===== config.mk =====
export PLATFORM = sky130hd
export DESIGN_NAME = keypad_scan_ctrl
export DESIGN_NICKNAME = d
export VERILOG_FILES = /design/src/rtl/keypad_scan_ctrl.sv
export SDC_FILE = /design/constraint.sdc
export NUM_CORES = 1
export LEC_CHECK = 0
export BUFFER_PORTS_ARGS = -buffer_cell sky130_fd_sc_hd__buf_2
export CORE_MARGIN = 3
export CORE_UTILIZATION = 45
export CTS_BUF_LIST = sky130_fd_sc_hd__clkbuf_16
export CTS_CLUSTER_SIZE = 40
export DETAILED_ROUTE_END_ITERATION = 7
export PLACE_DENSITY = 0.76
export RECOVER_POWER = 25
export SLEW_MARGIN = 20
export SYNTH_ARGS = -nofsm -noshare
export SYNTH_HDL_FRONTEND = slang
export SYNTH_SLANG_ARGS = --single-unit

===== constraint.sdc =====
create_clock -name clk -period 2.1 [get_ports clk]
set_input_delay 0.21 -clock clk [delete_from_list [all_inputs] [get_ports clk]]
set_output_delay 0.21 -clock clk [all_outputs]
set_load 0.05 [all_outputs]

===== src/rtl/keypad_scan_ctrl.sv =====
// 4x4 matrix keypad scanner: walks active-low columns, debounces press and
// release of one key, and emits a one-cycle key_valid pulse per accepted press.
module keypad_scan_ctrl #(
    parameter int SCAN_CYCLES     = 4,
    parameter int DEBOUNCE_CYCLES = 2400000
) (
    input  logic       clk,
    input  logic       reset,
    input  logic [3:0] rows,
    output logic [3:0] cols,
    output logic [3:0] key,
    output logic       key_valid
);

    localparam int SW = (SCAN_CYCLES > 2) ? $clog2(SCAN_CYCLES) : 1;
    localparam int DW = $clog2(DEBOUNCE_CYCLES);

    localparam logic [SW-1:0] DWELL_LAST = SW'(SCAN_CYCLES - 1);
    localparam logic [DW-1:0] DB_LAST    = DW'(DEBOUNCE_CYCLES - 1);

    localparam logic [1:0] SCAN       = 2'd0;
    localparam logic [1:0] DB_PRESS   = 2'd1;
    localparam logic [1:0] HELD       = 2'd2;
    localparam logic [1:0] DB_RELEASE = 2'd3;

    logic [1:0]    state;
    logic [1:0]    col_idx;
    logic [1:0]    row_idx;
    logic [1:0]    low_row;
    logic [SW-1:0] dwell;
    logic [DW-1:0] db_cnt;
    logic          row_low;

    // Column drive derives from col_idx alone, so it is one-hot-low even in reset.
    assign cols    = ~(4'b0001 << col_idx);
    assign row_low = ~rows[row_idx];

    always_comb begin
        low_row = 2'd0;
        if (!rows[0])      low_row = 2'd0;
        else if (!rows[1]) low_row = 2'd1;
        else if (!rows[2]) low_row = 2'd2;
        else if (!rows[3]) low_row = 2'd3;
    end

    always_ff @(posedge clk) begin
        key_valid <= 1'b0;
        if (reset) begin
            state   <= SCAN;
            col_idx <= 2'd0;
            row_idx <= 2'd0;
            dwell   <= '0;
            db_cnt  <= '0;
            key     <= 4'h0;
        end else begin
            unique case (state)
                SCAN: begin
                    if (dwell == DWELL_LAST) begin
                        dwell <= '0;
                        if (rows == 4'hF) begin
                            col_idx <= col_idx + 2'd1;
                        end else begin
                            row_idx <= low_row;
                            db_cnt  <= '0;
                            state   <= DB_PRESS;
                        end
                    end else begin
                        dwell <= dwell + 1'b1;
                    end
                end
                DB_PRESS: begin
                    if (!row_low) begin
                        col_idx <= col_idx + 2'd1;
                        dwell   <= '0;
                        state   <= SCAN;
                    end else if (db_cnt == DB_LAST) begin
                        key       <= {col_idx, row_idx};
                        key_valid <= 1'b1;
                        state     <= HELD;
                    end else begin
                        db_cnt <= db_cnt + 1'b1;
                    end
                end
                HELD: begin
                    if (!row_low) begin
                        db_cnt <= '0;
                        state  <= DB_RELEASE;
                    end
                end
                DB_RELEASE: begin
                    if (row_low) begin
                        db_cnt <= '0;
                        state  <= HELD;
                    end else if (db_cnt == DB_LAST) begin
                        col_idx <= col_idx + 2'd1;
                        dwell   <= '0;
                        state   <= SCAN;
                    end else begin
                        db_cnt <= db_cnt + 1'b1;
                    end
                end
                default: state <= SCAN;
            endcase
        end
    end

endmodule


## Word-level counts from Yosys, hierarchy flattened

Index checks and enable logic that the tools add are counted.
W data, S select, Z words.

| cells by class | value |
|---|---|
| shift operators | 1 |
| order comparisons | 1 |
| reductions and logical operators | 9 |
| equal/unequal tests | 16 |
| $add $sub $neg | 3 |
| bitwise logic cells | 4 |
| muxes and demuxes | 32 |

Operator list:

| kind | count |
|---|---|
| $mux W22 | 6 |
| $pmux W22 S4 | 1 |
| $mux W2 | 19 |
| $add A22 B1 Y22 const B | 1 |
| $eq A22 B22 Y1 const B | 1 |
| $ne A2 B2 Y1 const B | 8 |
| $pmux W2 S3 | 2 |
| $pmux W2 S4 | 1 |
| $reduce_and A4 Y1 | 2 |
| $eq A2 B2 Y1 const B | 3 |
| $ne A3 B3 Y1 const B | 2 |
| $reduce_and A3 Y1 | 2 |
| $reduce_and A6 Y1 | 1 |
| $reduce_and A5 Y1 | 1 |
| $add A2 B1 Y2 const B | 2 |
| $eq A4 B4 Y1 const B | 1 |
| $not A4 Y4 | 1 |
| $shl A1 B2 Y4 const A | 1 |
| $lt A2 B3 Y1 const B | 1 |
| $not A1 Y1 | 3 |
| $reduce_bool A3 Y1 | 1 |
| $reduce_or A3 Y1 | 1 |
| $bmux W1 S2 | 1 |
| $eq A2 B1 Y1 const B | 1 |
| other kinds (2) | 3 |

| storage, ports and cells | value |
|---|---|
| register bits | 35 |
| word-level logic and storage cells | 73 |
| input bits | 6 |

## Logic depth before layout (Yosys ltp)

Gate-level depths: netlist of run 1.

| logic depth | value |
|---|---|
| depth in word-level cells | 4 |
| mapped depth | 8 |
| mapped depth without buffers | 6 |

## Least setup slack after synthesis of run 1

No wires, ideal clock.

| path | value |
|---|---|
| kind | reg-to-reg |
| start | register row_idx[0] |
| end | register db_cnt[2] |
| period minus slack after synthesis | 2.229 ns |
| stages on the path, launching flop included | 7 |
| setup time | 0.059 ns |
| arrival | 2.170 ns |
| slack | -0.129 ns |
| cell sequence | dfxtp_1 > mux4_2 > a221o_1 > a21o_1 > buf_6 > or4_1 > nand2_1 |

| between the ends | value |
|---|---|
| cells in the longest elaborated chain, start to end | 4 |

RTL lines:

| what | line | RTL |
|---|---|---|
| from (decl) | 28 | `logic [1:0] row_idx;` |
| from (signal assigned) | 63 | `row_idx <= low_row;` |
| $bmux W1 S2 * | 36 | `assign row_low = ~rows[row_idx];` |
| $mux W1 (not written as such) * | 36 |  |
| $mux W22 or $ne A2 B2 Y1 (tied branches) | -- |  |
| $pmux W22 S4 or $reduce_and A4 Y1 (tied branches) | -- |  |
| to (signal assigned) | 81 | `db_cnt <= db_cnt + 1'b1;` |
| to (signal assigned) | 99 | `db_cnt <= db_cnt + 1'b1;` |
| to (decl) | 31 | `logic [DW-1:0] db_cnt;` |

Mark *: on every way between the ends. The rest lies on a longest branch, timed or not. The select of a mux whose other input is x is not followed.
A chain may end at the register's enable or synchronous reset.

## Worst setup path in the final report of run 1

| path | value |
|---|---|
| start | register db_cnt[21] |
| end | register col_idx[0] |

| between the ends | value |
|---|---|
| cells in the longest elaborated chain, start to end | 3 |

RTL lines:

| what | line | RTL |
|---|---|---|
| $eq A22 B22 Y1 | 94 | `end else if (db_cnt == DB_LAST) begin` |
| $ne A2 B2 Y1 (no line) | -- |  |
| $reduce_and A6 Y1 (no line) | -- |  |
| to (signal assigned) | 61 | `col_idx <= col_idx + 2'd1;` |
| to (signal assigned) | 73 | `col_idx <= col_idx + 2'd1;` |
| to (signal assigned) | 95 | `col_idx <= col_idx + 2'd1;` |
| to (decl) | 27 | `logic [1:0] col_idx;` |

Every way passes these cells.

==> results.ini, run 1 <==
[status]
outcome = finished clean

[worst_hold_path]
hold_class = input port to flop
min_path_cells = 3
min_from = rows[0]

[clocking]
path_clk_slew_ns = 0.06
clk_latency_ns = 0.28
clockRootBuffer = clkbuf_16
clock_sinks = 35
htreeDepth = 2
cts_tree = done
ctsHoldBuffers = 0
clockBufferDepth = 2
numCtsBuffers = 5

[global_route]
grt_max_degree = 21
grt_pass1_wl_mm = 7.55
grt_overflow = 0
track_usage_pct = 18.2
grt_pass1_vias = 1670
antenna_found_initial = 0

[die]
initial_core_util_pct = 47.9
die_w_um = 71.9
die_y_um = 71.9
io_pins = 15
rows = 23
die_area_um2 = 5180
core_um2 = 4090

[synthesis]
yosys_warnings = 0
synth-main-ff-cell = dfxtp_1
async_flop_share_pct = 0
synth-edff-count = 0
synth_area_per_cell_um2 = 8.26
ys_ff_latch = 35
netlist_area_um2 = 1960
synth_fp_nets = 249
synth.distinct_cells = 45
yosysSeqAreaShare_pct = 35.8
synth_area_leaders = dfxtp_1 (36%), a21oi_1 (5.1%), xnor2_1 (4.5%)
synthCells = 237
synth_top_area_share_pct = 35.8
synth_top_area_cell = dfxtp_1

[critical_path]
r2r_start = db_cnt[21]$_SDFFE_PP0P_
critPathLaunchType = flop
critPathLaunch = db_cnt[21]$_SDFFE_PP0P_
worstSetupEndpointType = flop
cp.required_ns = 2.27
cp.arrival_ns = 2.25
r2r_slack_ns = 0.02
worstRegToRegCells = 5
crit_type = flop to flop
cp_max_fo = 3

[pwr]
total_power_uw = 1710
power.density_nw_per_um2 = 691
ir_drop_mv = 0.484
leakage_uw = 0.000870

[finish]
fin_util_pct = 60.5
fin_nets = 284
n_fill_cell = 337
final_cells = 322
drive_gt1_share_pct = 21.3
area_delta_synth_final_pct = 26.3
n_antenna_cell = 0

[routing]
dr.pass1.iters = 5
via_per_inst = 5.79
antenna_left = 0
num_vias = 1865
drt_wl_total_mm = 4.46
wl_per_cell_um = 13.9
initialDrtViolationCount = 108
drc = 0

[sta]
hold_viol_final = 0
finalMaxSlewViolations = 0
tightest_slew_ns = 0.609
setup_viol = 0
rsz0062_at_grt = true
finClkSkew_ns = 0.00421
relSlewSlack_pct = 59.6
min_period_over_period_pct = 99.2
holdWs_ns = 0.221
fmax_mhz = 480
final.min_clock_period_ns = 2.08

[job]
drv_cap = 0

[placed_design]
gp_congestion = 0.829
port_buffers = 14
dp_hpwl_mm = 3.10
place_inst = 311

[metrics by stage]
| step | setup TNS, ns | area, um2 | worst slack (ns) |
|---|---|---|---|
| 2_1_floorplan | -0.0256 | 1960 | -0.0256 |
| 3_3_place_gp | 0 | 2220 | 0.0577 |
| 3_5_place_dp | 0 | 2220 | 0.00743 |
| 4_1_cts | 0 | 2400 | 0.00413 |
| 5_1_grt | -0.0379 | 2470 | -0.0161 |
| 6_report | 0 | 2470 | 0.0173 |
[cells in the mapped netlist, types with 2 or more instances]
cell	instances
and4_1	4
nand3b_1	2
or4_1	7
nand2b_1	6
o31ai_1	5
inv_1	10
clkbuf_1	11
nor4_1	4
and3_1	4
nor2_1	21
dfxtp_1	35
a31oi_1	2
a2111oi_0	2
nand4_1	8
a21oi_1	20
o211ai_1	2
ha_1	6
nand2_1	18
mux2i_1	7
or3_1	4
a211oi_1	6
nand3_1	9
nor3_1	2
and2_1	3
o21ai_0	10
xnor2_1	10
[critical path, cell delays in order (launching register included)]
cell	delay (ns)
dfxtp_1	0.36
or4bb_4	0.56
or4_4	0.55
nor2_4	0.12
a31oi_2	0.11
mux2_2	0.27
[path summary, 6_finish.rpt]
kind                                                 to
worst min-delay path            row_idx[1]$_SDFFE_PP0P_
worst max-delay path            col_idx[0]$_SDFFE_PP0P_
worst max register to register  col_idx[0]$_SDFFE_PP0P_
worst min register to register      key[0]$_SDFFE_PP0P_
[area by class of cell]
type	instances	area, um2	area share, %
clock buffers	5	125	5.06
clock inverters	2	37.5	1.52
inverters	10	37.5	1.52
multi-input cells	179	1220	49.4
flip-flops and latches	35	708	28.6
well taps	50	62.6	2.53
repair buffers	41	280	11.3
[per-layer routing]
| metal | track usage [%] | vias up | part of all wire (%) |
|---|---|---|---|
| met1 | 24.6 | 853 | 46 |
| met3 | 4.02 | 7 | 7.0 |
| li1 | - | 945 | - |
| met5 | 0 | - | 0 |
| met4 | 6.47 | 0 | 1.4 |
| met2 | 28.7 | 60 | 46 |
[placed cells by master, fill, tap and decap left out, drive strengths merged, types with 5 or more instances in the layout]
cell,count
inv,10
nand4,8
clkbuf,12
nor2,21
nand2,18
o21ai,10
nand2b,6
a211oi,6
xnor2,10
dfxtp,35
o31ai,5
buf,34
nand3,9
mux2i,7
or4,7
ha,6
a21oi,20
[where the power goes]
group | leakage (uW) | switching (uW) | total, uW | internal (uW)
Clock | 0.0000759 | 272 | 825 | 552
Combinational | 0.000510 | 101 | 187 | 86.6
Sequential | 0.000284 | 17.0 | 698 | 681
[cell families (layout without fill, tap and decap cells)]
family	Yosys count	in the layout	share of synthesized area, %
AO/OA/AOI/OAI	57	57	18.7
flip-flops	35	35	35.8
adder cells (fa/ha/maj)	6	6	3.84
AND/OR/NAND/NOR	97	97	27.0
buffers and inverters	23	58	4.86
XOR/XNOR	10	10	4.48
multiplexers	9	9	5.31
[flip-flops by register name (all words and copies together) (netlist names), named ones only]
| name | flops |
|---|---|
| col_idx | 2 |
| db_cnt | 22 |
| dwell | 2 |
| key | 4 |
| key_valid | 1 |
| row_idx | 2 |
| state | 1 |
[repair_timing]
item	4_1_cts	5_1_grt
endpoints found under the setup margin	4	21
setup buffers	1	3
resized for setup	2	20
cloned	0	0
pin swaps	0	5
No activity file was read; power rests on OpenSTA's default activity.
==> run 2: changes to the inputs <==
- CELL_PAD_IN_SITES_DETAIL_PLACEMENT: not set -> 1
- CELL_PAD_IN_SITES_GLOBAL_PLACEMENT: not set -> 1
- CORE_UTILIZATION: 45 -> 40
- CTS_BUF_LIST: sky130_fd_sc_hd__clkbuf_16 -> not set
- PLACE_DENSITY: 0.76 -> 0.85
==> run 2 against run 1 <==
  * The flow now finishes with violations (setup timing)
  * Critical path depth unchanged
  * Non-clock buffer count up 6
  * Routed wire length up 38%
==> results.ini, run 2 (synthesis gave the netlist of run 1 again) <==
[die]
core_um2 = 4530
initial_core_util_pct = 43.2
die_w_um = 75.9
die_y_um = 75.9
io_pins = 15
die_area_um2 = 5770
rows = 24

[critical_path]
r2r_start = db_cnt[8]$_SDFFE_PP0P_
cp_max_fo = 3
worstRegToRegCells = 5
worstSetupEndpoint = col_idx[0]$_SDFFE_PP0P_
cp.arrival_ns = 2.32
worstSetupEndpointType = flop
critPathLaunch = db_cnt[8]$_SDFFE_PP0P_
r2r_slack_ns = -0.04
cp.required_ns = 2.28
r2r-end = col_idx[0]$_SDFFE_PP0P_
critPathLaunchType = flop
crit_type = flop to flop

[sta]
min_period_over_period_pct = 102
setup_viol = 4
finClkSkew_ns = 0.00449
finalMaxSlewViolations = 0
relSlewSlack_pct = 57.6
fmax_mhz = 467
holdWs_ns = 0.222
rsz0062_at_grt = true
postLayoutSetupSlackWorst_ns = -0.0435
hold_viol_final = 0
tightest_slew_ns = 0.639
final.min_clock_period_ns = 2.14

[clocking]
cts_tree = done
clockBufferDepth = 2
clk_latency_ns = 0.29
path_clk_slew_ns = 0.07
clockRootBuffer = clkbuf_8
clock_sinks = 35
numCtsBuffers = 5
htreeDepth = 2
ctsHoldBuffers = 0

[placed_design]
gp_congestion = 0.780
port_buffers = 14
dp_slack_ns = -0.00639
dp_hpwl_mm = 3.83

[global_route]
grt_overflow = 0
track_usage_pct = 20.8
grt_pass1_wl_mm = 9.83
grt_max_degree = 21
grt_pass1_vias = 2060
antenna_found_initial = 0

[finish]
largestRegisters = db_cnt x22, key x4
final_cell_mix = dfxtp_1 (30), buf_4 (30), nor2_1 (20), a21oi_1 (20), nand2_1 (18)
area_delta_synth_final_pct = 27.1
n_fill_cell = 549
largest_reg_flops = 22
fin_util_pct = 54.9
largest-register = db_cnt
drive_gt1_share_pct = 23.7
n_antenna_cell = 0
fin_nets = 290

[routing]
initialDrtViolationCount = 143
drc = 0
via_per_inst = 5.80
antenna_left = 0
dr.pass1.iters = 4
wl_per_cell_um = 17.9
num_vias = 1995
drt_wl_total_mm = 6.16

[status]
outcome = complete, but fails checks
violations = setup timing

[pwr]
power.density_nw_per_um2 = 614
leakage_uw = 0.000877
ir_drop_mv = 0.586

[job]
drv_cap = 0

[worst_hold_path]
hold_class = input port to flop

## run 2: cell count changes in the layout (fill, tap and decap cells not counted), sizes merged
cell / delta
buf: +6
clkbuf: +1
clkinv: +1
clkinvlp: -1
## run 2: final cells by class
class / count / area (um2) / share of cell area, %
Multi-Input combinational cell: 179 / 1230 / 49.4
Clock inverter: 2 / 35.0 / 1.41
Tap cell: 65 / 81.3 / 3.27
Timing Repair Buffer: 47 / 314 / 12.6
Inverter: 10 / 37.5 / 1.51
Sequential cell: 35 / 707 / 28.4
Clock buffer: 6 / 82.6 / 3.32
## run 2: how the worst min path moves through the flow
| stage | from | to | depth (start not counted) |
|---|---|---|---|
| floorplan | rows[0] | row_idx[1]$_SDFFE_PP0P_ | 2 |
| detailed placement | dwell[0]$_SDFFE_PP0P_ | dwell[0]$_SDFFE_PP0P_ | 2 |
| global placement | key[1]$_SDFFE_PP0P_ | key[1]$_SDFFE_PP0P_ | 2 |
| finish | rows[0] | row_idx[1]$_SDFFE_PP0P_ | 3 |
| CTS | rows[0] | row_idx[1]$_SDFFE_PP0P_ | 3 |
| global route | rows[0] | row_idx[1]$_SDFFE_PP0P_ | 3 |
## run 2: stage by stage
stage / instances / power [uW] / TNS [ns] / cell area [um2]
after detailed placement: 332 / 879 / -0.00639 / 2270
after global placement: 332 / 872 / 0 / 2270
after CTS: 340 / 1510 / 0 / 2410
after floorplan: 237 / 814 / -0.0256 / 1960
final: 344 / 1530 / -0.0670 / 2490
after global routing: 344 / 1590 / -0.630 / 2490
## run 2: report_power, final
group,internal (uW),switching (uW)
registers,679,15.9
logic,79.2,113
clock network,384,255
## run 2: critical path, cell delays in order, from the launching register on
cell and delay [ns]:
dfxtp_2 0.32, or4_4 0.54, or4_4 0.56, nor2_4 0.20, a31oi_4 0.13, mux2_2 0.28
## run 2: metal layers
layer  routed length, um  GRT usage [%]
met1                2540           23.4
met2                3140           36.6
met3                 218           4.27
met4                 264           11.2
met5                   0              0
## run 2: what timing repair did
| item | in CTS | in global routing |
|---|---|---|
| endpoints found under the setup margin | 27 | 22 |
| setup buffers | 0 | 3 |
| cloned | 0 | 1 |
| pin swaps | 1 | 3 |
| gates resized for setup | 9 | 19 |
==> run 3: changes to the inputs <==
- ABC_AREA: not set -> 1
- CORE_UTILIZATION: 40 -> 38
- PLACE_DENSITY: 0.85 -> 0.86
==> run 3 against run 2 <==
  * Flip-flop and latch count did not move
  * Highest routed layer unchanged
  * Register-to-register slack improved by 0.25 ns
  * Fmax rose by 13%
  * Cell area fell by 6.4%
  * Sequential share of layout area rose by 1.7 points
  * Routed wire length fell by 8.8%
  * The run now ends clean
  * Worst hold slack improved by 0.013 ns
  * Largest cell class unchanged
==> results.ini, run 3 <==
[status]
outcome = finished clean

[finish]
fin_nets = 361
largest-register = db_cnt
largestRegisters = db_cnt x22, key x4
n_fill_cell = 746
drive_gt1_share_pct = 10.0
stdcell_area_um2 = 2330
largest_reg_flops = 22
area_delta_synth_final_pct = 8.45
final_cell_mix = nand2_1 (80), inv_1 (49), nor2_1 (46)
n_antenna_cell = 0
fin_util_pct = 44.2
final_common_cell = nand2_1

[die]
io_pins = 15
initial_core_util_pct = 40.7
die_w_um = 81.2
die_area_um2 = 6590
rows = 26
die_y_um = 81.2
core_um2 = 5270

[placed_design]
placed_cell_area_um2 = 2260
dp_hpwl_mm = 4.21
port_buffers = 14
gp_congestion = 0.784
dp_slack_ns = 0.239

[global_route]
track_usage_pct = 19.4
grt_pass1_vias = 2132
grt_overflow = 0
grt_max_degree = 21
grt_pass1_wl_mm = 9.85
antenna_found_initial = 0

[pwr]
ir_drop_mv = 0.429
leakage_uw = 0.000926
power.density_nw_per_um2 = 802

[sta]
postLayoutSetupSlackWorst_ns = 0.210
min_period_over_period_pct = 90.0
setup_viol = 0
holdWs_ns = 0.235
fmax_mhz = 529
finClkSkew_ns = 0.0102
finalMaxSlewViolations = 0
tightest_slew_ns = 0.603
rsz0062_at_grt = false
final.min_clock_period_ns = 1.89
hold_viol_final = 0
setup-tns-final_ns = 0
relSlewSlack_pct = 60.0

[critical_path]
cp_max_fo = 4
crit_type = flop to flop
critPathLaunchType = flop
worstSetupEndpointType = flop
cp.required_ns = 2.28
cp.arrival_ns = 2.07

[synthesis]
synth-main-ff-cell = dfxtp_1
synth_top_area_share_pct = 32.6
synth_area_leaders = dfxtp_1 (33%), nand2_1 (14%), inv_1 (8.6%)
synth_top_area_cell = dfxtp_1
synth_fp_nets = 346
synthCells = 334
synthTopCellsByCount = nand2_1 (80), inv_1 (49), nor2_1 (45)
yosysSeqAreaShare_pct = 32.6
synth.most_common_cell = nand2_1
netlist_area_um2 = 2150
async_flop_share_pct = 0
ys_ff_latch = 35
synth.distinct_cells = 28
yosys_warnings = 0
synth_area_per_cell_um2 = 6.43
synth-edff-count = 0

[routing]
dr.pass1.iters = 4
initialDrtViolationCount = 66
wl_per_cell_um = 13.4
drc = 0
via_per_inst = 5.03
num_vias = 2112
drt_wl_total_mm = 5.62
antenna_left = 0

[clocking]
numCtsBuffers = 5
post_cts_buffers = 0
clock_sinks = 35
htreeDepth = 2
clockRootBuffer = clkbuf_8
path_clk_slew_ns = 0.08
cts_tree = done
ctsHoldBuffers = 0
cts_resized = 0
clockBufferDepth = 2
clk_latency_ns = 0.29

[job]
drv_cap = 0

[worst_hold_path]
hold_class = input port to flop

## run 3: cell count changes after synthesis, sizes merged, moves of 10 or more
| cell | change |
|---|---|
| clkbuf | -10 |
| inv | +42 |
| nand2 | +71 |
| nand3 | +18 |
| nor2 | +34 |
| xnor2 | -10 |
## run 3: per-stage QoR
step / power [uW] / cells
after global placement: 1380 / 412
after floorplan: 1290 / 334
final: 1870 / 420
after global routing: 2000 / 420
after detailed placement: 1400 / 412
after CTS: 1900 / 420
## run 3: path summary, 6_finish.rpt
kind	depth (start not counted)	slack [ns]	to	from
setup / recovery	8	0.21	col_idx[0]$_SDFFE_PP0P_	db_cnt[0]$_SDFFE_PP0P_
setup reg to reg	8	0.21	col_idx[0]$_SDFFE_PP0P_	db_cnt[0]$_SDFFE_PP0P_
hold / removal	2	0.23	db_cnt[21]$_SDFFE_PP0P_	reset
hold reg to reg	2	0.47	dwell[1]$_SDFFE_PP0P_	dwell[1]$_SDFFE_PP0P_
## run 3: power by group
group | switching [uW] | total, uW | internal, uW
combinational | 446 | 612 | 166
sequential | 53.7 | 772 | 719
clock | 249 | 482 | 233
## run 3: final cells by class
class	instances	area [um2]	area share (%)
multi-input cells	241	1200	51.7
inverters	52	195	8.38
clock inverters	1	5.00	0.215
clock buffers	7	76.3	3.28
flip-flops and latches	35	701	30.1
well taps	70	87.6	3.76
repair buffers	14	58.8	2.53
## run 3: per-layer routing
metal  routed length, um  vias to the layer above  track usage (%)
li1                    -                     1088                -
met1                2730                      988             23.7
met2                2650                       27             33.3
met3                 125                        9             3.99
met4                 116                        0             7.26
met5                   0                        -                0
## run 3: worst max-delay path, stage by stage (launching register included)
cell	delay (ns)
dfxtp_1	0.37
ha_1	0.23
nand3_1	0.14
nor2_2	0.26
nand3_1	0.18
nand2_1	0.18
nand3_1	0.15
o21ai_0	0.20
a21oi_1	0.06
## run 3: cell families after synthesis
kind of cell	share of synthesized area [%]
AND/OR/NAND/NOR	39.9
buffers and inverters	11.1
AO/OA/AOI/OAI	12.5
flip-flops	32.6
adder cells (fa/ha/maj)	3.50
XOR/XNOR	0.408
